--- src/rtl/fetch_pkg.sv ---
// fetch_pkg: shared types and defaults for the instruction fetch unit.
//   XLEN_DEF / ILEN_DEF : default PC/address and instruction widths
//   PC_INC              : sequential PC step in bytes
//   fetch_state_e       : FETCH (issuing) / DRAIN (discarding stale responses)
//   fetch_entry_t       : {pc, instr} record at the default widths
package fetch_pkg;

    localparam int unsigned XLEN_DEF = 32;
    localparam int unsigned ILEN_DEF = 32;
    localparam int unsigned PC_INC   = 4;

    typedef enum logic [0:0] {
        FETCH,
        DRAIN
    } fetch_state_e;

    // Field order matches the {pc, instr} packing used in the instruction buffer.
    typedef struct packed {
        logic [XLEN_DEF-1:0] pc;
        logic [ILEN_DEF-1:0] instr;
    } fetch_entry_t;

endpackage

--- src/rtl/fetch_fifo.sv ---
// fetch_fifo: synchronous FIFO with flush, used for pending PCs and the
// decode instruction buffer.
//   clk, reset        : clock, synchronous active-high reset
//   flush             : empties the FIFO at the next edge (wins over push)
//   push, push_data   : write port; ignored when full
//   pop, pop_data     : read port; pop_data shows the head (valid when !empty)
//   count, empty, full: occupancy status
// DEPTH must be a power of two so the pointers wrap naturally.
module fetch_fifo #(
    parameter int unsigned WIDTH = 32,
    parameter int unsigned DEPTH = 4,
    localparam int unsigned AW   = $clog2(DEPTH),
    localparam int unsigned CW   = AW + 1
) (
    input  logic             clk,
    input  logic             reset,
    input  logic             flush,
    input  logic             push,
    input  logic [WIDTH-1:0] push_data,
    input  logic             pop,
    output logic [WIDTH-1:0] pop_data,
    output logic [CW-1:0]    count,
    output logic             empty,
    output logic             full
);

    logic [WIDTH-1:0] mem [DEPTH];
    logic [AW-1:0]    rd_ptr_q;
    logic [AW-1:0]    wr_ptr_q;
    logic [CW-1:0]    count_q;
    logic             do_push;
    logic             do_pop;

    assign empty    = (count_q == '0);
    assign full     = (count_q == CW'(DEPTH));
    assign count    = count_q;
    assign pop_data = mem[rd_ptr_q];
    assign do_push  = push & ~full;
    assign do_pop   = pop & ~empty;

    always_ff @(posedge clk) begin
        if (reset || flush) begin
            rd_ptr_q <= '0;
            wr_ptr_q <= '0;
            count_q  <= '0;
        end else begin
            if (do_push) wr_ptr_q <= wr_ptr_q + 1'b1;
            if (do_pop)  rd_ptr_q <= rd_ptr_q + 1'b1;
            count_q <= count_q + CW'(do_push) - CW'(do_pop);
        end
    end

    // Storage needs no reset; the pointers define what is valid.
    always_ff @(posedge clk) begin
        if (do_push) mem[wr_ptr_q] <= push_data;
    end

endmodule

--- src/rtl/fetch_unit.sv ---
// fetch_unit: in-order instruction fetch with credit-limited requests, a
// decode-side instruction buffer, and redirect flush with stale-response drop.
//   clk, reset                         : clock, synchronous active-high reset
//   pc_in / pc_next / pc_en            : PC register data_out / data_in / enable
//   redirect_valid / redirect_pc       : branch/jump redirect
//   imem_req_valid/ready/addr          : memory request channel
//   imem_rsp_valid / imem_rsp_data     : in-order memory responses
//   out_valid/ready, out_pc, out_instr : decode handshake, head of buffer
// Optional: define FETCH_PERF_EN to add perf_stall_cnt / perf_flush_cnt
// (saturating 32-bit counters of stalled FETCH cycles and redirect cycles).
module fetch_unit
    import fetch_pkg::*;
#(
    parameter int unsigned XLEN  = XLEN_DEF,
    parameter int unsigned ILEN  = ILEN_DEF,
    parameter int unsigned DEPTH = 4
) (
    input  logic            clk,
    input  logic            reset,
    input  logic [XLEN-1:0] pc_in,
    output logic [XLEN-1:0] pc_next,
    output logic            pc_en,
    input  logic            redirect_valid,
    input  logic [XLEN-1:0] redirect_pc,
    output logic            imem_req_valid,
    input  logic            imem_req_ready,
    output logic [XLEN-1:0] imem_req_addr,
    input  logic            imem_rsp_valid,
    input  logic [ILEN-1:0] imem_rsp_data,
    output logic            out_valid,
    input  logic            out_ready,
    output logic [XLEN-1:0] out_pc,
    output logic [ILEN-1:0] out_instr
`ifdef FETCH_PERF_EN
    ,
    output logic [31:0]     perf_stall_cnt,
    output logic [31:0]     perf_flush_cnt
`endif
);

    localparam int unsigned CW = $clog2(DEPTH) + 1;

    fetch_state_e   state_q, state_d;
    logic [CW-1:0]  inflight_q, inflight_d;
    logic [CW-1:0]  drop_cnt_q, drop_cnt_d;
    logic [CW-1:0]  remaining;
    logic [CW:0]    occupancy;
    logic           credit_ok;
    logic           issue;
    logic           req_hs;
    logic           rsp_ok;
    logic           rsp_take;

    logic [XLEN-1:0]      pend_pc;
    logic [CW-1:0]        pend_count;
    logic                 pend_empty;
    logic                 pend_full;
    logic [XLEN+ILEN-1:0] buf_head;
    logic [CW-1:0]        buf_count;
    logic                 buf_empty;
    logic                 buf_full;

    // Outstanding requests plus buffered entries never exceed DEPTH, so a
    // response always has a buffer slot.
    assign occupancy = {1'b0, inflight_q} + {1'b0, buf_count};
    assign credit_ok = occupancy < (CW + 1)'(DEPTH);
    assign issue     = ~reset & (state_q == FETCH) & credit_ok & ~redirect_valid;
    assign req_hs    = issue & imem_req_ready;

    // A response with nothing outstanding is ignored.
    assign rsp_ok    = ~reset & imem_rsp_valid & (inflight_q != '0);
    assign rsp_take  = rsp_ok & (state_q == FETCH) & ~redirect_valid;
    assign remaining = inflight_q - CW'(rsp_ok);

    assign imem_req_valid = issue;
    assign imem_req_addr  = pc_in;
    assign pc_en          = ~reset & (redirect_valid | req_hs);
    assign pc_next        = redirect_valid ? redirect_pc : pc_in + XLEN'(PC_INC);

    assign out_valid = ~reset & ~buf_empty;
    assign out_pc    = buf_head[XLEN+ILEN-1:ILEN];
    assign out_instr = buf_head[ILEN-1:0];

    fetch_fifo #(
        .WIDTH (XLEN),
        .DEPTH (DEPTH)
    ) u_pend_fifo (
        .clk       (clk),
        .reset     (reset),
        .flush     (redirect_valid),
        .push      (req_hs),
        .push_data (pc_in),
        .pop       (rsp_take),
        .pop_data  (pend_pc),
        .count     (pend_count),
        .empty     (pend_empty),
        .full      (pend_full)
    );

    fetch_fifo #(
        .WIDTH (XLEN + ILEN),
        .DEPTH (DEPTH)
    ) u_instr_buf (
        .clk       (clk),
        .reset     (reset),
        .flush     (redirect_valid),
        .push      (rsp_take),
        .push_data ({pend_pc, imem_rsp_data}),
        .pop       (out_valid & out_ready),
        .pop_data  (buf_head),
        .count     (buf_count),
        .empty     (buf_empty),
        .full      (buf_full)
    );

    always_comb begin
        state_d    = state_q;
        inflight_d = inflight_q;
        drop_cnt_d = drop_cnt_q;
        if (redirect_valid) begin
            // Everything still outstanding after this cycle is stale.
            inflight_d = remaining;
            drop_cnt_d = remaining;
            state_d    = (remaining != '0) ? DRAIN : FETCH;
        end else begin
            unique case (state_q)
                FETCH: begin
                    inflight_d = inflight_q + CW'(req_hs) - CW'(rsp_take);
                end
                DRAIN: begin
                    if (rsp_ok) begin
                        inflight_d = inflight_q - 1'b1;
                        drop_cnt_d = drop_cnt_q - 1'b1;
                        if (drop_cnt_q == CW'(1)) state_d = FETCH;
                    end
                end
                default: state_d = FETCH;
            endcase
        end
    end

    always_ff @(posedge clk) begin
        if (reset) begin
            state_q    <= FETCH;
            inflight_q <= '0;
            drop_cnt_q <= '0;
        end else begin
            state_q    <= state_d;
            inflight_q <= inflight_d;
            drop_cnt_q <= drop_cnt_d;
        end
    end

`ifdef FETCH_PERF_EN
    always_ff @(posedge clk) begin
        if (reset) begin
            perf_stall_cnt <= '0;
            perf_flush_cnt <= '0;
        end else begin
            if ((state_q == FETCH) && !req_hs && !redirect_valid && (perf_stall_cnt != '1)) begin
                perf_stall_cnt <= perf_stall_cnt + 32'd1;
            end
            if (redirect_valid && (perf_flush_cnt != '1)) begin
                perf_flush_cnt <= perf_flush_cnt + 32'd1;
            end
        end
    end
`endif

`ifndef SYNTHESIS
    rsp_without_request: assert property (@(posedge clk) disable iff (reset)
        imem_rsp_valid |-> (inflight_q != '0));
    pend_tracks_inflight: assert property (@(posedge clk) disable iff (reset)
        (state_q == FETCH) |-> (pend_count == inflight_q));
    rsp_has_pending_pc: assert property (@(posedge clk) disable iff (reset)
        rsp_take |-> !pend_empty);
    no_push_when_full: assert property (@(posedge clk) disable iff (reset)
        !((req_hs && pend_full) || (rsp_take && buf_full)));
`endif

endmodule

--- config.mk ---
export PLATFORM = sky130hd
export DESIGN_NAME = fetch_unit
export DESIGN_NICKNAME = d
export VERILOG_FILES = /design/src/rtl/fetch_pkg.sv /design/src/rtl/fetch_fifo.sv /design/src/rtl/fetch_unit.sv
export SDC_FILE = /design/constraint.sdc
export NUM_CORES = 1
export LEC_CHECK = 0
export BUFFER_PORTS_ARGS = -buffer_cell sky130_fd_sc_hd__buf_2
export CORE_MARGIN = 10
export CORE_UTILIZATION = 52
export CTS_CLUSTER_DIAMETER = 60
export CTS_CLUSTER_SIZE = 28
export DETAILED_ROUTE_END_ITERATION = 8
export PLACE_DENSITY = 0.81
export SYNTH_ARGS = -nofsm -noshare
export SYNTH_HDL_FRONTEND = slang
export SYNTH_SLANG_ARGS = --single-unit
export TNS_END_PERCENT = 50
--- constraint.sdc ---
create_clock -name clk -period 3.75 [get_ports clk]
set_clock_uncertainty 0.05 [all_clocks]
set_input_delay 0.1875 -clock clk [delete_from_list [all_inputs] [get_ports clk]]
set_output_delay 0.1875 -clock clk [all_outputs]
set_load 0.02 [all_outputs]
==> flow_summary.ini, run 1 <==
[status]
status = finished, final reports clean

[synth]
synth_edf_count = 384
ys_types = 53
synth_area_leader_cell = edfxtp_1
synth.avg_cell_area_um2 = 19.2
synth-main-ff-cell = edfxtp_1
yosys_warnings = 0
synthDominantCellAreaShare_pct = 70.1
netlist_instances = 857
yosysMostFrequentCell = edfxtp_1
yosys-top-cells-count = edfxtp_1 (384), mux4_2 (96), nand2_1 (34)
synth_area_leaders = edfxtp_1 (70%), mux4_2 (13%), dfxtp_1 (3.0%), ha_1 (1.7%), buf_4 (1.5%)
syn_nets = 985
synth_seq_area_share_pct = 73.1
async_flop_share_pct = 0
synth_area_mm2 = 0.0165
ys_seq_elements = 409

[final_layout]
multi_input_area_mm2 = 0.00396
syn_to_final_growth_pct = 18.5
regArea_mm2 = 0.0120
diodes = 0
final_layout_size_suffix_gt1_share_pct = 36.2
num-nets-final = 1262
fillerInstances = 2178

[sta]
relSlewSlack_pct = 35.4
setup_viol = 0
report.final.hold_viol_count = 0
fin_setup_tns_ps = 0
fmax_mhz = 304
worstMarginPinSlew_ps = 969
fin_crit_sh_pct = 87.6
min_period_ps = 3280
report.final.slew_viol_count = 0
rsz0062_at_grt = no

[critical_path]
required_ps = 3510
cp.arrival_ps = 3050
path_class = input pin to output port
cp-start-kind = input pin
r2r-end = inflight_q[2]$_SDFFE_PP0P_
r2r_setup_slack_ps = 580
regToRegStartpoint = u_instr_buf.count[2]$_SDFF_PP0_
r2r_cells = 12
cp_max_fo = 13
cp-end-kind = output port

[clock_network]
cts_hold_buf = 66
tritoncts = built
post_cts_buffers = 0
insertion_delay_ps = 550
cts_buffers = 25
htreeDepth = 1
ctsResizeCount = 0
path_clk_slew_ps = 90
cts_root_buf = clkbuf_16
clockBufferDepth = 3
clkSinkCount = 409

[power_and_ir_drop]
power_density_mw_per_mm2 = 464
power.internal_uw = 6880
clockPowerShare_pct = 32.3
p_sw_share_pct = 23.9
combPwrFrac_pct = 10.3
total_power_uw = 9050
peakVddDrop_mv = 0.304
power.leakage_uw = 0.00656
power.switching_uw = 2160
p_seq_share_pct = 57.4

[place]
place_congestion = 0.830
portBuffers = 232
dp_hpwl_um = 22700

[floorplanning]
core_mm2 = 0.0314
die_w_um = 198
die_area_mm2 = 0.0392
io-pin-count = 233
rows = 65
start_util_pct = 52.4
die_h_um = 198

[routing]
dr.pass1.iters = 5
wl_um = 35000
drt_iter0_drc = 616
drc = 0
via_count = 8836
wire_per_inst_um = 22.5
antenna_left = 0
viasPerCell = 5.69

[global_route]
grt_max_degree = 65
antenna_found_initial = 0
grt_pass1_vias = 9409
grtUsageTotal_pct = 17.9
grt_first_pass_wirelength_um = 54500
grt_overflow_total = 0

[min_path]
hp-class = input pin to flop
min_from = out_ready
whs_path_depth = 4

[flow_run]
drv_cap = 0
==> routing by layer <==
| metal | track usage, % | wire (um) |
|---|---|---|
| met1 | 24.2 | 14800 |
| met2 | 29.6 | 17200 |
| met3 | 3.77 | 2540 |
| met4 | 3.82 | 560 |
| met5 | 0 | 0 |
==> cells by family after synthesis <==
group / share of synthesized area [%]
xor+xnor: 1.49
mux: 13.6
fa+ha+maj: 2.11
simple gates: 4.45
buf+inv: 2.95
flops: 73.1
compound gates: 2.31
==> worst max-delay path: stages <==
cell	delay (ps)
dlygate4sd3_1	540
buf_2	220
nand4_2	330
or4_1	830
or4_1	560
a31oi_1	180
buf_2	190
==> flip-flops by register name, indices dropped and copies added, names as in the netlist, named ones only <==
| name | flops |
|---|---|
| inflight_q | 3 |
| u_pend_fifo.rd_ptr_q | 2 |
| u_pend_fifo.wr_ptr_q | 2 |
| state_q | 1 |
| u_instr_buf.mem | 256 |
| u_pend_fifo.mem | 128 |
| u_pend_fifo.count | 3 |
| u_instr_buf.count | 3 |
| drop_cnt_q | 3 |
| u_instr_buf.wr_ptr_q | 2 |
| u_instr_buf.rd_ptr_q | 2 |
==> worst max-delay path by stage <==
stage	start	slack (ps)	to	cells after the start
final	pc_in[7]	470	pc_next[31]	7
after detailed placement	u_instr_buf.count[2]$_SDFF_PP0_	590	inflight_q[2]$_SDFFE_PP0P_	12
after global placement	u_instr_buf.count[2]$_SDFF_PP0_	740	inflight_q[2]$_SDFFE_PP0P_	12
after floorplan	inflight_q[1]$_SDFFE_PP0P_	210	u_instr_buf.mem[1][0]$_DFFE_PP_	6
after global routing	u_instr_buf.count[2]$_SDFF_PP0_	340	inflight_q[2]$_SDFFE_PP0P_	12
after CTS	pc_in[7]	500	pc_next[31]	7
==> placed cells by master, fill, tap and decap left out, types with 7 or more instances in the layout <==
cell type / n
nand3_1: 10
dfxtp_1: 21
xnor2_1: 18
clkbuf_16: 25
or4_1: 7
edfxtp_1: 384
buf_2: 232
nand4_1: 8
nand2_1: 34
ha_1: 23
dlygate4sd3_1: 66
a31oi_1: 9
mux4_2: 96
nor2_1: 30
nor3_1: 8
buf_4: 16
o21ai_0: 25
xor2_1: 10
inv_1: 23
==> area by class of cell <==
| type | count | area share (%) |
|---|---|---|
| Multi-Input combinational cell | 355 | 20.3 |
| Timing Repair Buffer | 319 | 10.5 |
| Inverter | 24 | 0.462 |
| Tap cell | 402 | 2.58 |
| Sequential cell | 409 | 61.8 |
| Clock inverter | 20 | 1.23 |
| Clock buffer | 25 | 3.21 |
==> per-stage QoR <==
step / instance area (um2) / cells / setup slack [ps] / hold slack [ps] / utilization, %
2_1_floorplan: 16500 / 857 / 211 / 236 / -
3_3_place_gp: 18000 / 1443 / 735 / 352 / 57.3
3_5_place_dp: 18000 / 1443 / 594 / 360 / 57.3
4_1_cts: 19500 / 1554 / 498 / 44.9 / 62.1
5_1_grt: 19500 / 1554 / 341 / 64.2 / 62.1
6_report: 19500 / 1554 / 465 / 67.2 / 62.1
==> power by group through the flow <==
stage / Clock, uW / Combinational [uW] / Sequential (uW)
2_1_floorplan: 0 / 569 / 5270
3_3_place_gp: 0 / 856 / 5290
3_5_place_dp: 0 / 879 / 5300
4_1_cts: 3000 / 938 / 5190
5_1_grt: 3160 / 1020 / 5210
6_report: 2920 / 931 / 5190
Note: power is estimated with default switching activity, not from simulation.
==> inputs of run 2 (changes only) <==
--- a/config.mk
+++ b/config.mk
@@ -11,6 +11,7 @@
 export CTS_CLUSTER_DIAMETER = 60
 export CTS_CLUSTER_SIZE = 28
 export DETAILED_ROUTE_END_ITERATION = 8
+export MAX_ROUTING_LAYER = met4
 export PLACE_DENSITY = 0.81
 export SYNTH_ARGS = -nofsm -noshare
 export SYNTH_HDL_FRONTEND = slang
==> flow_summary.ini, run 2 (synthesis gave the netlist of run 1 again) <==
[place]
portBuffers = 232
place_area_mm2 = 0.0180
place_congestion = 0.843
placed_cells = 1443
dp_hpwl_um = 22700

[power_and_ir_drop]
p_sw_share_pct = 23.9
power.leakage_uw = 0.00656
combPwrFrac_pct = 10.3
power.internal_uw = 6880
power_density_mw_per_mm2 = 464
peakVddDrop_mv = 0.304
power.switching_uw = 2160
total_power_uw = 9050
clockPowerShare_pct = 32.3
p_seq_share_pct = 57.4

[final_layout]
num-nets-final = 1262
regArea_mm2 = 0.0120
fin_cells = 1554
diodes = 0
largestRegisters = u_instr_buf.mem: 256 flops, u_pend_fifo.mem: 128 flops
syn_to_final_growth_pct = 18.5
regMostFlops = u_instr_buf.mem
final_layout_size_suffix_gt1_share_pct = 36.2
fillerInstances = 2178
final_util_pct = 62.1
multi_input_area_mm2 = 0.00396
final_cell_mix = edfxtp_1 (384), buf_2 (232), mux4_2 (96)
layout_commonest_cell = edfxtp_1
largest_reg_flops = 256
stdcell_area_mm2 = 0.0195

[routing]
viasPerCell = 5.66
antenna_left = 0
drc = 0
wl_met2_um = 17200
via_count = 8795
wl_met1_um = 15200
dr.pass1.iters = 5
wire_per_inst_um = 22.5
wl_um = 35000
drt_iter0_drc = 633
routed-wl-met3_um = 2080
routed.top_layer = met4

[sta]
min_period_ps = 3240
report.final.hold_viol_count = 0
fmax_mhz = 309
worstMarginPinSlew_ps = 968
rsz0062_at_grt = no
report.final.slew_viol_count = 0
setup_viol = 0
fin_crit_sh_pct = 86.4
fin_setup_tns_ps = 0
relSlewSlack_pct = 35.4

[floorplanning]
die_w_um = 198
io-pin-count = 233
die_area_mm2 = 0.0392
rows = 65
die_h_um = 198
start_util_pct = 52.4
core_mm2 = 0.0314

[clock_network]
cts_buffers = 25
clockBufferDepth = 3
tritoncts = built
clkSinkCount = 409
ctsResizeCount = 0
cts_root_buf = clkbuf_16
post_cts_buffers = 0
path_clk_slew_ps = 90
insertion_delay_ps = 550
htreeDepth = 1

[critical_path]
cp-start-kind = input pin
crit_path_end = pc_next[31]
r2r_setup_slack_ps = 570
cp.arrival_ps = 3000
cp-startpoint = pc_in[7]
r2r_cells = 12
required_ps = 3510
cp_max_fo = 13
path_class = input pin to output port
r2r-end = inflight_q[2]$_SDFFE_PP0P_
cp-end-kind = output port
regToRegStartpoint = u_instr_buf.count[2]$_SDFF_PP0_

[global_route]
grt_max_degree = 65
grtUsageTotal_pct = 18.5
grt_first_pass_wirelength_um = 54500
grt_overflow_total = 0
grt_pass1_vias = 9396
antenna_found_initial = 0

[min_path]
hp-class = input pin to flop
min_from = out_ready

[status]
status = finished, final reports clean

[flow_run]
drv_cap = 0
[run 2: cell counts in the layout (fill, tap and decap cells not counted)]
No cell type changed its count.
[run 2: worst min-delay path by stage]
stage,to,slack [ps],cells past startpoint
final,flop,70,4
after global routing,flop,60,4
after CTS,flop,40,4
after detailed placement,u_instr_buf.mem[2][1]$_DFFE_PP_,360,1
after global placement,u_instr_buf.mem[1][31]$_DFFE_PP_,350,1
after floorplan,u_instr_buf.mem[0][0]$_DFFE_PP_,240,0
[run 2: timing repair]
action / 4_1_cts / 5_1_grt
hold buffers: 66 / 0
hold endpoints to repair: 266 / 0
setup endpoints to repair: 0 / 0
[run 2: critical path: stages]
cell and delay [ps]:
dlygate4sd3_1 540, buf_2 220, nand4_2 310, or4_1 820, or4_1 550, a31oi_1 170
buf_2 190
[run 2: routing by layer]
layer | up-vias | track usage [%]
met1 | 4475 | 24.6
li1 | 3951 | -
met4 | 0 | 3.82
met3 | 47 | 3.29
met2 | 322 | 29.7
met5 | - | -
[run 2: through the flow]
stage | hold WS, ps | worst slack, ps
finish | 68.0 | 509
detailed placement | 360 | 594
CTS | 44.9 | 498
global placement | 352 | 735
global route | 62.5 | 341
floorplan | 236 | 211
[run 2: area by class of cell]
type	count	area share, %
clock buffers	25	3.21
clock inverters	20	1.23
inverters	24	0.462
multi-input cells	355	20.3
flip-flops and latches	409	61.8
well taps	402	2.58
repair buffers	319	10.5
[run 2: power groups by stage]
stage               clock [uW]  combinational [uW]  sequential (uW)
floorplan                    0                 569             5270
global placement             0                 856             5290
detailed placement           0                 879             5300
CTS                       3000                 938             5190
global route              3160                1020             5210
finish                    2920                 931             5190
